### src/rtl/fp_accum_pkg.sv
// Shared types and field positions for the FP32 accumulation controller.
package fp_accum_pkg;

  localparam int FP_W    = 32;
  localparam int EXP_MSB = 30;
  localparam int EXP_LSB = 23;
  localparam logic [FP_W-1:0] FP_ZERO = 32'h0000_0000;

  typedef enum logic [1:0] {
    IDLE  = 2'd0,
    ACCUM = 2'd1,
    DONE  = 2'd2
  } state_t;

  // Exponent-field test; zero and denormal operands share exponent 0.
  function automatic logic is_zero_exp(input logic [EXP_MSB-EXP_LSB:0] exp_field);
    return (exp_field == '0);
  endfunction

endpackage

### src/rtl/fp_accum_ctrl.sv
// Sequences an external combinational FP32 adder to accumulate NUM_TERMS terms into one sum.
// Optional build macro FP_ACCUM_RELU_EN: clamp negative sums to zero on the sum_data output.
//
// state | meaning
// IDLE  | waiting for start; no terms accepted
// ACCUM | accepting terms, one per handshake
// DONE  | sum held on sum_valid/sum_data until sum_ready
module fp_accum_ctrl
  import fp_accum_pkg::*;
#(
  parameter int NUM_TERMS = 784,
  parameter int CNT_W     = 10
) (
  input  logic            clk,
  input  logic            rst_n,
  input  logic            start,
  input  logic            in_valid,
  input  logic [FP_W-1:0] in_data,
  output logic            in_ready,
  output logic [FP_W-1:0] add_a,
  output logic [FP_W-1:0] add_b,
  input  logic [FP_W-1:0] add_y,
  output logic            sum_valid,
  output logic [FP_W-1:0] sum_data,
  input  logic            sum_ready,
  output logic            busy
);

  state_t            state, state_nxt;
  logic [FP_W-1:0]   acc, acc_nxt, sum_load;
  logic [CNT_W-1:0]  cnt;
  logic              hs, last;

  assign add_a = acc;
  assign add_b = in_data;
  assign hs    = in_valid & in_ready;
  assign last  = (cnt == CNT_W'(NUM_TERMS - 1));

  always_comb begin
    state_nxt = state;
    in_ready  = 1'b0;
    sum_valid = 1'b0;
    busy      = 1'b0;
    case (state)
      IDLE: begin
        if (start) state_nxt = ACCUM;
      end
      ACCUM: begin
        in_ready = 1'b1;
        busy     = 1'b1;
        if (hs && last) state_nxt = DONE;
      end
      DONE: begin
        sum_valid = 1'b1;
        busy      = 1'b1;
        if (sum_ready) state_nxt = IDLE;
      end
      default: state_nxt = IDLE;
    endcase
  end

  // The adder's implicit leading 1 is wrong for exponent 0, so bypass it on either side.
  always_comb begin
    acc_nxt = add_y;
    if (is_zero_exp(in_data[EXP_MSB:EXP_LSB])) begin
      acc_nxt = acc;
    end else if (is_zero_exp(acc[EXP_MSB:EXP_LSB])) begin
      acc_nxt = in_data;
    end
  end

`ifdef FP_ACCUM_RELU_EN
  assign sum_load = acc_nxt[FP_W-1] ? FP_ZERO : acc_nxt;
`else
  assign sum_load = acc_nxt;
`endif

  always_ff @(posedge clk or negedge rst_n) begin
    if (!rst_n) begin
      state <= IDLE;
    end else begin
      state <= state_nxt;
    end
  end

  always_ff @(posedge clk or negedge rst_n) begin
    if (!rst_n) begin
      acc      <= FP_ZERO;
      cnt      <= '0;
      sum_data <= FP_ZERO;
    end else if (state == IDLE) begin
      if (start) begin
        acc <= FP_ZERO;
        cnt <= '0;
      end
    end else if (hs) begin
      acc <= acc_nxt;
      if (last) begin
        cnt      <= '0;
        sum_data <= sum_load;
      end else begin
        cnt <= cnt + CNT_W'(1);
      end
    end
  end

endmodule
### config.mk
export PLATFORM = sky130hd
export DESIGN_NAME = fp_accum_ctrl
export DESIGN_NICKNAME = d
export VERILOG_FILES = /design/src/rtl/fp_accum_pkg.sv /design/src/rtl/fp_accum_ctrl.sv
export SDC_FILE = /design/constraint.sdc
export NUM_CORES = 1
export LEC_CHECK = 0
export BUFFER_PORTS_ARGS = -buffer_cell sky130_fd_sc_hd__buf_2
export CORE_MARGIN = 4
export CORE_UTILIZATION = 44
export CTS_CLUSTER_DIAMETER = 30
export CTS_CLUSTER_SIZE = 16
export DETAILED_ROUTE_END_ITERATION = 8
export PLACE_DENSITY_LB_ADDON = 0.05
export SKIP_CTS_REPAIR_TIMING = 1
export SLEW_MARGIN = 20
export SYNTH_ARGS = -nofsm -noshare
export SYNTH_HDL_FRONTEND = slang
export SYNTH_SLANG_ARGS = --single-unit
export TNS_END_PERCENT = 30
### constraint.sdc
create_clock -name clk -period 1.7 [get_ports clk]
set_input_delay 0.255 -clock clk [delete_from_list [all_inputs] [get_ports clk]]
set_output_delay 0.255 -clock clk [all_outputs]
set_load 0.02 [all_outputs]
After elaboration in Yosys (flattened, before gate mapping). Index checks and enable logic that the tools add are counted.

Reduce and logical (&&, ||, !) cells: 9. Eq/ne operators: 6. Multiplexer cells: 16. Bitwise gates (word level): 2. $add $sub $neg: 1.

Operators with widths (count): two-way mux 32 bit (5); two-way mux 10 bit (4); zero test 8 bit (2); adder 10 x 1 -> 10 bit (second input constant) (1); == test 10 bit (second input constant) (1); two-way mux 2 bit (3); inequality test 2 bit (second input constant) (3); case mux 2 bit (3 select lines) (1); AND reduction 3 bit (2); two-way mux 1 bit (3); == test 2 x 1 -> 1 bit (second input constant) (1); == test 2 bit (second input constant) (1); zero test 2 bit (1); AND reduction 2 bit (1); nonzero test 2 bit (1); OR reduction 2 bit (1); bitwise AND 1 bit (1); logical AND 1 bit (1); inverter 1 bit (1).

Register bits: 76. Output and inout port bits: 99. Input port bits: 69. Logic and storage cells: 38.

Depth between registers and ports, before layout. Gate-level depths: netlist (run 1).

Depth after elaboration: 6. Depth in mapped cells: 10. Mapped depth without buffers: 6.

Worst setup path after synthesis (run 1). OpenSTA, ideal clock, no wires.

Path type: reg2reg. From: register state[1]. To: register sum_data[0]. Stages on the path, launching flop included: 10. Path buffers: 3. Clock period less this slack: 1.825 ns. Required time: 1.613 ns. Slack: -0.125 ns. Setup time: 0.087 ns. Arrival time: 1.739 ns. Path through: dfrtp_1 inv_1 ha_1 and3b_1 buf_4 and4_1 buf_4 buf_2 nand3_1 o211ai_1.

Word-level cells in the longest chain between the ends: 4. Elaborated cells between the ends (all ways): 6. Those cells by class: 1 x eq/ne; 1 x mux; 2 x bitwise; 2 x reduce/logical.

RTL lines: start: declaration (line fp_accum_ctrl.sv:29) `state_t state, state_nxt;`; start signal: assignment (line fp_accum_ctrl.sv:82) `state <= state_nxt;`; == test 2 x 1 -> 1 bit (line fp_accum_ctrl.sv:44) `case (state)`; two-way mux 1 bit (line fp_accum_ctrl.sv:44); named net in_ready (line fp_accum_ctrl.sv:19) `output logic in_ready,`; bitwise AND 1 bit (line fp_accum_ctrl.sv:36) `assign hs = in_valid & in_ready;`; AND reduction 3 bit (no line); end signal: assignment (line fp_accum_ctrl.sv:100) `sum_data <= sum_load;`; end: declaration (line fp_accum_ctrl.sv:24) `output logic [FP_W-1:0] sum_data,`.

The timed path passes the listed nets, and every way through them passes these cells. A chain may end at the register's enable or synchronous reset.

Worst setup path after layout (run 1).
From: register state[0]. To: register acc[6] (netlist: add_a[6]).

Word-level cells in the longest chain between the ends: 5. Elaborated cells between the ends (all ways): 8. Those cells by class: 2 x eq/ne; 2 x mux; 1 x bitwise; 3 x reduce/logical.

RTL lines: == test 2 x 1 -> 1 bit (line fp_accum_ctrl.sv:44); two-way mux 1 bit (line fp_accum_ctrl.sv:44); bitwise AND 1 bit (line fp_accum_ctrl.sv:36); nonzero test 2 bit (no line); AND reduction 2 bit (no line); end signal: assignment (line fp_accum_ctrl.sv:97) `acc <= acc_nxt;`; end: declaration (line fp_accum_ctrl.sv:30) `logic [FP_W-1:0] acc, acc_nxt, sum_load;`.

Parallel ways exist; a longest one is shown, timed or not.

==> run_results.csv, run 1 <==
group,metric,value,unit
logic_synthesis,synth-seq-cells,76,
hold_path,min_to,"add_a[25]$_DFFE_PN0P_",
drt,ant_nets,0,
critical_path,rr_startpoint,"state[0]$_DFFE_PN0P_",
placed_design,dp_cells,661,
global_route,grt_pass1_vias,3591,
logic_synthesis,synth_area_leader_cell,"dfrtp_1",
placed_design,dpl.hpwl,8300,microns
drt,wirelength,12000,microns
timing,finalCritPeriodShare,1.03,
clocking,htreeDepth,3,
critical_path,r2r_cells,7,
power,p_per_area,1630,nW/um^2
layout,layoutNonFillerInstCount,688,
logic_synthesis,synth_area,4180,sq um
critical_path,r2r_end,"add_a[6]$_DFFE_PN0P_",
critical_path,startpoint_type,"register",
clocking,path_clk_slew,0.08,ns
logic_synthesis,netlist.area_leader.share,0.455,
logic_synthesis,ys.flop_type,"dfrtp_1",
logic_synthesis,synth.yosys.seq_area_share,0.455,
layout,nets,628,
power,p_leak,3.06,nW
clocking,clockBufferDepth,2,
logic_synthesis,synthTopCellsByCount,"dfrtp_1 (76), nand2_1 (46), nand3_1 (37)",
global_route,grt_max_degree,36,
global_route,grt_pass1_wl,18400,microns
timing,period_needed,1.76,ns
layout,area_delta_synth_final,37.1,%
timing,tightest_slew,0.345,ns
layout,seqCellArea,1900,sq um
die,die_w,105,microns
logic_synthesis,syn_avg_cell_area,11.3,sq um
drt,num_vias,3592,
drt,drt_drc_violations_left,0,
logic_synthesis,synth_edf_count,0,
timing,timing_hold_violations_final,0,
die,num_rows,35,
clocking,clock_sinks,76,
die,core,9240,sq um
hold_path,hold_path_startpoint,"add_y[25]",
die,initial_utilization,0.452,
placed_design,numPortBuffers,167,
timing,rsz0062_at_grt,"true",
hold_path,hp-class,"in -> reg",
die,die-area,11100,sq um
critical_path,cp_max_fo,8,
drt,wl_per_cell,17.5,microns
critical_path,critical_path_class,"reg -> reg",
clocking,cts_made_buffers,9,
global_route,track_usage,0.204,
logic_synthesis,synthMuxAreaShare,0.0820,
timing,setup_tns,-1.33,ns
logic_synthesis,synthTopCellsByArea,"dfrtp_1 (45%), o211ai_2 (9.0%), mux2i_1 (7.7%)",
clocking,clock_latency,0.35,ns
timing,setup_violations,49,
critical_path,end_kind,"register",
run_status,violations,"setup timing",
power,peakVddDrop,1.10,mV
logic_synthesis,synth.most_common_cell,"dfrtp_1",
logic_synthesis,yosys_warnings,0,
layout,antenna_cells,0,
run_status,status,"finished, violations left",
logic_synthesis,synthSimpleGateAreaFrac,0.128,
placed_design,gp_congestion,0.826,
logic_synthesis,yosysUniqueCellTypes,47,
logic_synthesis,syn-num-nets,443,
layout,fillers,820,
global_route,overflow,0,
timing,setup_slack,-0.0563,ns
hold_path,holdPathStages,3,
drt,first_pass_iters,4,
drt,vias_per_cell,5.22,
flow_run,maxCapViolations,0,
logic_synthesis,synthXorXnorAreaFrac,0.00419,
logic_synthesis,synthAdderAreaFrac,0.0150,
die,die_h,105,microns
timing,holdWs,0.219,ns
timing,slew_headroom,0.763,
timing,drv_slew,0,
timing,finalClockSkew,0.0133,ns
layout,fin_util,0.620,
logic_synthesis,synthCells,369,
critical_path,worst_ep_required_time,1.92,ns
critical_path,cp.arrival,1.97,ns
clocking,cts-root-buf,"clkbuf_8",
global_route,antenna_found_initial,0,
logic_synthesis,synth-async-reset-ratio,1.00,
critical_path,r2r_setup_slack,-0.06,ns
logic_synthesis,synth_top_family_by_area,"compound AO/OA/AOI/OAI gates",
drt,drt_iter0_drc,91,
layout,final_layout_size_suffix_gt1_frac,0.565,
timing,fmax,569,MHz
layout,multi_input_area,2020,sq um
clocking,cts_tree,"done",
die,num_io_pins,168,
logic_synthesis,synth_compound_area_frac,0.215,
==> cells by family after synthesis <==
family                     after synthesis
adders and majority gates                5
xor gates and xnor gates                 2
DFF                                     76
AOI/OAI and AO/OA                       85
muxes                                   34
and+or+nand+nor                        107
buffers and inverters                   60
==> metrics by stage <==
stage / setup slack [ns] / cell area [sq um] / power, mW
after floorplan: -0.0956 / 4210 / 5.72
after global placement: -0.0791 / 5290 / 7.45
after detailed placement: -0.108 / 5290 / 7.53
after CTS: -0.148 / 5480 / 8.90
after global routing: -0.139 / 5730 / 9.86
final: -0.0563 / 5730 / 9.33
==> report_power, final <==
part	total [mW]	internal (mW)	switching (mW)	leakage [nW]
Sequential	2.66	2.25	0.412	1.03
Combinational	5.31	2.45	2.86	1.93
Clock	1.36	0.679	0.685	0.100
Total	9.33	5.38	3.95	3.06
==> how the worst max path moves through the flow <==
stage                     depth (start not counted)                        to  slack, ns                  start
after floorplan                                  10  sum_data[30]$_DFFE_PN0P_       -0.1   state[0]$_DFFE_PN0P_
after global placement                            6  sum_data[30]$_DFFE_PN0P_      -0.08  add_a[25]$_DFFE_PN0P_
after detailed placement                          7      add_a[6]$_DFFE_PN0P_      -0.11   state[0]$_DFFE_PN0P_
after CTS                                         7      add_a[6]$_DFFE_PN0P_      -0.15   state[0]$_DFFE_PN0P_
after global routing                              7      add_a[6]$_DFFE_PN0P_      -0.14   state[1]$_DFFE_PN0P_
final                                             7      add_a[6]$_DFFE_PN0P_      -0.06   state[0]$_DFFE_PN0P_
==> flip-flops by register name, indices dropped and copies added, names as in the netlist <==
signal	flops
add_a	32
sum_data	32
cnt	10
state	2
==> cells in the final DEF (no fill, tap or decap), types with 5 or more instances in the layout <==
master / instances
o2bb2ai_1: 18
nand3_1: 37
nand2_1: 41
o211ai_2: 30
o2bb2ai_2: 14
buf_2: 167
buf_12: 9
nand2_2: 5
dfrtp_1: 75
mux2i_1: 28
buf_4: 44
clkbuf_8: 9
==> critical path, cell delays in order (launching register included) <==
cell	delay (ns)
dfrtp_2	0.44
inv_2	0.09
ha_4	0.14
and3b_2	0.23
buf_8	0.13
buf_4	0.16
a21o_4	0.29
o2bb2ai_1	0.14
==> area by class of cell <==
class | instances | share of cell area
Multi-Input combinational cell | 236 | 0.352
Sequential cell | 76 | 0.332
Timing Repair Buffer | 227 | 0.252
Tap cell | 129 | 0.0282
Clock buffer | 10 | 0.0223
Clock inverter | 6 | 0.0109
Inverter | 4 | 0.00262
==> per-layer routing <==
| metal | track usage | share of wire |
|---|---|---|
| met1 | 0.279 | 0.45 |
| met5 | 0 | 0 |
| met4 | 0.0534 | 0.010 |
| met2 | 0.332 | 0.48 |
| met3 | 0.0416 | 0.060 |
(Power assumes the default switching activity.)
==> run 2: changes to the inputs <==
--- a/config.mk
+++ b/config.mk
@@ -7,13 +7,12 @@
 export LEC_CHECK = 0
 export BUFFER_PORTS_ARGS = -buffer_cell sky130_fd_sc_hd__buf_2
 export CORE_MARGIN = 4
-export CORE_UTILIZATION = 44
+export CORE_UTILIZATION = 50
 export CTS_CLUSTER_DIAMETER = 30
 export CTS_CLUSTER_SIZE = 16
 export DETAILED_ROUTE_END_ITERATION = 8
 export PLACE_DENSITY_LB_ADDON = 0.05
 export SKIP_CTS_REPAIR_TIMING = 1
-export SLEW_MARGIN = 20
 export SYNTH_ARGS = -nofsm -noshare
 export SYNTH_HDL_FRONTEND = slang
 export SYNTH_SLANG_ARGS = --single-unit
==> constraint.sdc (replaced) <==
create_clock -name clk -period 2.25 [get_ports clk]
set_input_delay 0.3375 -clock clk [delete_from_list [all_inputs] [get_ports clk]]
set_output_delay 0.3375 -clock clk [all_outputs]
set_load 0.02 [all_outputs]
==> run_results.csv, run 2 (synthesis results as in run 1) <==
group,metric,value,unit
run_status,status,"finished, violations left",
run_status,violations,"hold timing",
drt,drt_iter0_drc,104,
global_route,grt_pass1_vias,3462,
layout,layout_commonest_cell,"buf_2",
critical_path,startpoint_type,"register",
layout,fillers,716,
timing,drv_slew,0,
critical_path,worst_ep_required_time,2.52,ns
timing,slew_headroom,0.587,
drt,wirelength,10700,microns
power,power.internal,3.42,mW
clocking,clockBufferDepth,2,
power,switchingPower,2.72,mW
placed_design,gp_congestion,0.845,
global_route,grt_max_degree,47,
clocking,path_clk_slew,0.08,ns
critical_path,rr_startpoint,"state[1]$_DFFE_PN0P_",
power,switching_share,0.443,
timing,timing_hold_violations_final,1,
die,core,8180,sq um
global_route,antenna_found_initial,0,
global_route,track_usage,0.214,
global_route,overflow,0,
power,p_leak,2.77,nW
timing,tightest_slew,0.619,ns
timing,finalClockSkew,0.0126,ns
critical_path,critical_path_class,"reg -> reg",
timing,setup_tns,0,ns
critical_path,r2r_end,"sum_data[19]$_DFFE_PN0P_",
drt,wl_per_cell,17.4,microns
power,peakVddDrop,0.727,mV
clocking,cts_tree,"done",
layout,nets,580,
clocking,cts-root-buf,"clkbuf_8",
drt,num_vias,3438,
timing,fmax,505,MHz
timing,period_needed,1.98,ns
drt,first_pass_iters,4,
layout,area_delta_synth_final,22.1,%
critical_path,r2r_setup_slack,0.27,ns
clocking,clock_latency,0.35,ns
critical_path,cp.arrival,2.25,ns
power,clkPwrFrac,0.155,
die,die-area,9890,sq um
flow_run,maxCapViolations,0,
critical_path,end_kind,"register",
die,initial_utilization,0.511,
timing,setup_violations,0,
timing,finalCritPeriodShare,0.880,
power,p_per_area,1200,nW/um^2
timing,rsz0062_at_grt,"false",
critical_path,cp_max_fo,33,
clocking,htreeDepth,3,
power,p_comb_frac,0.513,
placed_design,numPortBuffers,167,
die,num_io_pins,168,
layout,seqCellArea,1900,sq um
die,num_rows,33,
clocking,clock_sinks,76,
clocking,cts_made_buffers,9,
critical_path,r2r_cells,8,
placed_design,dpl.hpwl,7810,microns
layout,final_cell_mix,"buf_2 (166), dfrtp_1 (76), nand2_1 (45)",
die,die_w,99.4,microns
drt,ant_nets,0,
drt,drt_drc_violations_left,0,
layout,final_layout_size_suffix_gt1_frac,0.483,
hold_path,hp-class,"in -> async",
layout,antenna_cells,0,
timing,holdWs,-0.00132,ns
power,p_seq_frac,0.332,
die,die_h,99.4,microns
drt,vias_per_cell,5.58,
layout,multi_input_area,1870,sq um
global_route,grt_pass1_wl,17100,microns
-- run 2: changes by cell type in the layout (fill, tap and decap cells not counted), sizes merged --
| cell | delta |
|---|---|
| clkinv | -1 |
| bufinv | -1 |
| a21o | -3 |
| buf | -43 |
| clkbuf | -1 |
| clkinvlp | +2 |
| dlygate4sd3 | -1 |
-- run 2: layout make-up --
class | count | share of cell area
Multi-Input combinational cell | 233 | 0.366
Sequential cell | 76 | 0.373
Tap cell | 105 | 0.0257
Inverter | 4 | 0.00294
Clock buffer | 10 | 0.0270
Timing Repair Buffer | 182 | 0.199
Clock inverter | 6 | 0.00760
-- run 2: metrics by stage --
step            util  instance area [sq um]  setup WS [ns]  power [mW]  instances
3_3_place_gp   0.603                   4930          0.332        5.18        600
2_1_floorplan      -                   4180          0.425        4.29        369
3_5_place_dp   0.603                   4930          0.260        5.24        600
4_1_cts        0.624                   5100          0.240        6.19        616
6_report       0.624                   5100          0.270        6.13        616
5_1_grt        0.624                   5100         0.0483        6.48        616
-- run 2: metal layers --
| layer | global-route usage | vias up | part of all wire |
|---|---|---|---|
| met5 | 0 | - | 0 |
| met4 | 0.0567 | 0 | 0.0097 |
| met3 | 0.0344 | 13 | 0.069 |
| met2 | 0.364 | 136 | 0.50 |
| met1 | 0.287 | 1680 | 0.42 |
| li1 | - | 1609 | - |
-- run 2: power by group through the flow --
stage                     clock network (mW)  logic (mW)  registers [mW]
final                                  0.948        3.15            2.03
after global routing                    1.03        3.36            2.09
after CTS                              0.970        3.19            2.03
after detailed placement                   0        3.18            2.06
after global placement                     0        3.14            2.04
after floorplan                            0        1.95            2.34
-- run 2: critical path, cell delays in order, from the launching register on --
cell and delay [ns]:
dfrtp_1 0.40, inv_1 0.11, ha_1 0.30, and3b_1 0.25, buf_4 0.18, nand4_1 0.07
buf_4 0.37, nand2_1 0.13, o211ai_2 0.09
-- run 2: how the worst max path moves through the flow --
stage / cells past startpoint / start / end
after floorplan: 9 / state[1]$_DFFE_PN0P_ / sum_data[0]$_DFFE_PN0P_
after global placement: 8 / state[1]$_DFFE_PN0P_ / sum_data[23]$_DFFE_PN0P_
after detailed placement: 8 / state[1]$_DFFE_PN0P_ / sum_data[11]$_DFFE_PN0P_
after CTS: 8 / state[1]$_DFFE_PN0P_ / sum_data[19]$_DFFE_PN0P_
after global routing: 8 / state[0]$_DFFE_PN0P_ / sum_data[11]$_DFFE_PN0P_
final: 8 / state[1]$_DFFE_PN0P_ / sum_data[19]$_DFFE_PN0P_
==> run 3: changes to the inputs <==
--- a/config.mk
+++ b/config.mk
@@ -7,7 +7,7 @@
 export LEC_CHECK = 0
 export BUFFER_PORTS_ARGS = -buffer_cell sky130_fd_sc_hd__buf_2
 export CORE_MARGIN = 4
-export CORE_UTILIZATION = 50
+export CORE_UTILIZATION = 49
 export CTS_CLUSTER_DIAMETER = 30
 export CTS_CLUSTER_SIZE = 16
 export DETAILED_ROUTE_END_ITERATION = 8
==> constraint.sdc (replaced) <==
create_clock -name clk -period 2.2 [get_ports clk]
set_input_delay 0.33 -clock clk [delete_from_list [all_inputs] [get_ports clk]]
set_output_delay 0.33 -clock clk [all_outputs]
set_load 0.02 [all_outputs]
==> run_results.csv, run 3 (synthesis results as in run 1) <==
group,metric,value,unit
critical_path,r2r_end,"add_a[7]$_DFFE_PN0P_",
layout,layout_commonest_cell,"buf_2",
critical_path,crit_chain,"inv_1 -> ha_2 -> and3b_1 -> buf_4 -> a21oi_2 -> a21o_4 -> o2bb2ai_1",
die,die_h,100,microns
timing,tightest_slew,0.715,ns
flow_run,maxCapViolations,0,
drt,wirelength,10600,microns
layout,seqCellArea,1900,sq um
critical_path,r2r_cells,7,
global_route,track_usage,0.212,
drt,ant_nets,0,
global_route,grt_pass1_vias,3350,
global_route,overflow,0,
timing,slew_headroom,0.521,
clocking,path_clk_slew,0.08,ns
timing,finalCritPeriodShare,0.908,
timing,rsz0062_at_grt,"false",
critical_path,r2r_setup_slack,0.20,ns
hold_path,hp-class,"in -> reg",
layout,final_layout_size_suffix_gt1_frac,0.481,
placed_design,dpl.hpwl,7660,microns
die,core,8260,sq um
clocking,clock_latency,0.34,ns
timing,drv_slew,0,
critical_path,cp_max_fo,32,
power,p_per_area,1250,nW/um^2
die,num_rows,33,
placed_design,dp_slack,0.0828,ns
hold_path,hold_path_startpoint,"add_y[5]",
critical_path,critPathSlowestCell,"dfrtp_1",
layout,area_delta_synth_final,22.8,%
layout,nets,578,
drt,first_pass_iters,6,
timing,setup_tns,0,ns
power,total_power,6.39,mW
die,die_w,100,microns
power,p_leak,2.78,nW
clocking,cts-root-buf,"clkbuf_8",
run_status,status,"finished, final reports clean",
clocking,clockBufferDepth,2,
drt,drt_drc_violations_left,0,
hold_path,holdPathStages,3,
critical_path,critical_path_class,"reg -> reg",
timing,finalClockSkew,0.0105,ns
critical_path,end_kind,"register",
drt,vias_per_cell,5.53,
global_route,antenna_found_initial,0,
global_route,grt_max_degree,41,
placed_design,numPortBuffers,167,
die,initial_utilization,0.506,
critical_path,crit_family,"compound AO/OA/AOI/OAI gates",
hold_path,min_to,"add_a[5]$_DFFE_PN0P_",
layout,antenna_cells,0,
critical_path,rr_startpoint,"state[1]$_DFFE_PN0P_",
die,num_io_pins,168,
critical_path,slowest_delay,0.41,ns
clocking,clock_sinks,76,
drt,num_vias,3396,
timing,timing_hold_violations_final,0,
layout,final_cell_mix,"buf_2 (166), dfrtp_1 (76), nand2_1 (45)",
drt,drt_iter0_drc,131,
power,peakVddDrop,1.24,mV
timing,period_needed,2.00,ns
critical_path,startpoint_type,"register",
critical_path,worst_ep_required_time,2.46,ns
layout,fillers,714,
timing,fmax,501,MHz
critical_path,crit_buf_inv,2,
global_route,grt_pass1_wl,17000,microns
timing,setup_slack,0.203,ns
critical_path,cp.arrival,2.26,ns
timing,setup_violations,0,
drt,wl_per_cell,17.3,microns
clocking,htreeDepth,3,
clocking,cts_made_buffers,9,
layout,multi_input_area,1870,sq um
die,die-area,10100,sq um
clocking,cts_tree,"done",
placed_design,gp_congestion,0.837,
==> run 3: final cells by class <==
type	instances	share of cell area
well taps	105	0.0256
repair buffers	180	0.195
inverters	4	0.00293
clock inverters	7	0.0178
flip-flops and latches	76	0.371
clock buffers	9	0.0241
multi-input cells	233	0.364
==> run 3: power breakdown <==
group          internal [mW]  switching [mW]  total (mW)
clock network          0.635           0.528        1.16
logic                   1.26            1.89        3.15
registers               1.74           0.336        2.07
==> run 3: worst max-delay path by stage <==
stage	startpoint	to	slack [ns]	depth (start not counted)
5_1_grt	state[1]$_DFFE_PN0P_	add_a[11]$_DFFE_PN0P_	0.07	7
3_5_place_dp	in_data[23]	sum_data[18]$_DFFE_PN0P_	0.08	5
4_1_cts	state[1]$_DFFE_PN0P_	add_a[8]$_DFFE_PN0P_	0.12	7
6_report	state[1]$_DFFE_PN0P_	add_a[7]$_DFFE_PN0P_	0.20	7
3_3_place_gp	in_data[23]	sum_data[29]$_DFFE_PN0P_	0.12	5
2_1_floorplan	state[1]$_DFFE_PN0P_	sum_data[0]$_DFFE_PN0P_	0.37	9
==> run 3: tightest hold or removal path: stages <==
cell and delay, ns:
buf_2 0.07, mux2i_1 0.08, o2bb2ai_1 0.12
==> run 3: per-stage QoR <==
stage / hold slack, ns / util / cell area, sq um / std cells
after floorplan: 0.0344 / - / 4180 / 369
after global placement: 0.334 / 0.594 / 4900 / 597
after detailed placement: 0.332 / 0.594 / 4900 / 597
after CTS: -0.0491 / 0.620 / 5120 / 613
after global routing: 0.314 / 0.622 / 5130 / 614
final: 0.303 / 0.622 / 5130 / 614
==> run 3: metal layers <==
metal / vias to the layer above / global-route usage / wire, microns
met2: 147 / 0.341 / 5040
met4: 0 / 0.0642 / 107
li1: 1603 / - / -
met5: - / 0 / 0
met1: 1638 / 0.287 / 4530
met3: 8 / 0.0459 / 934
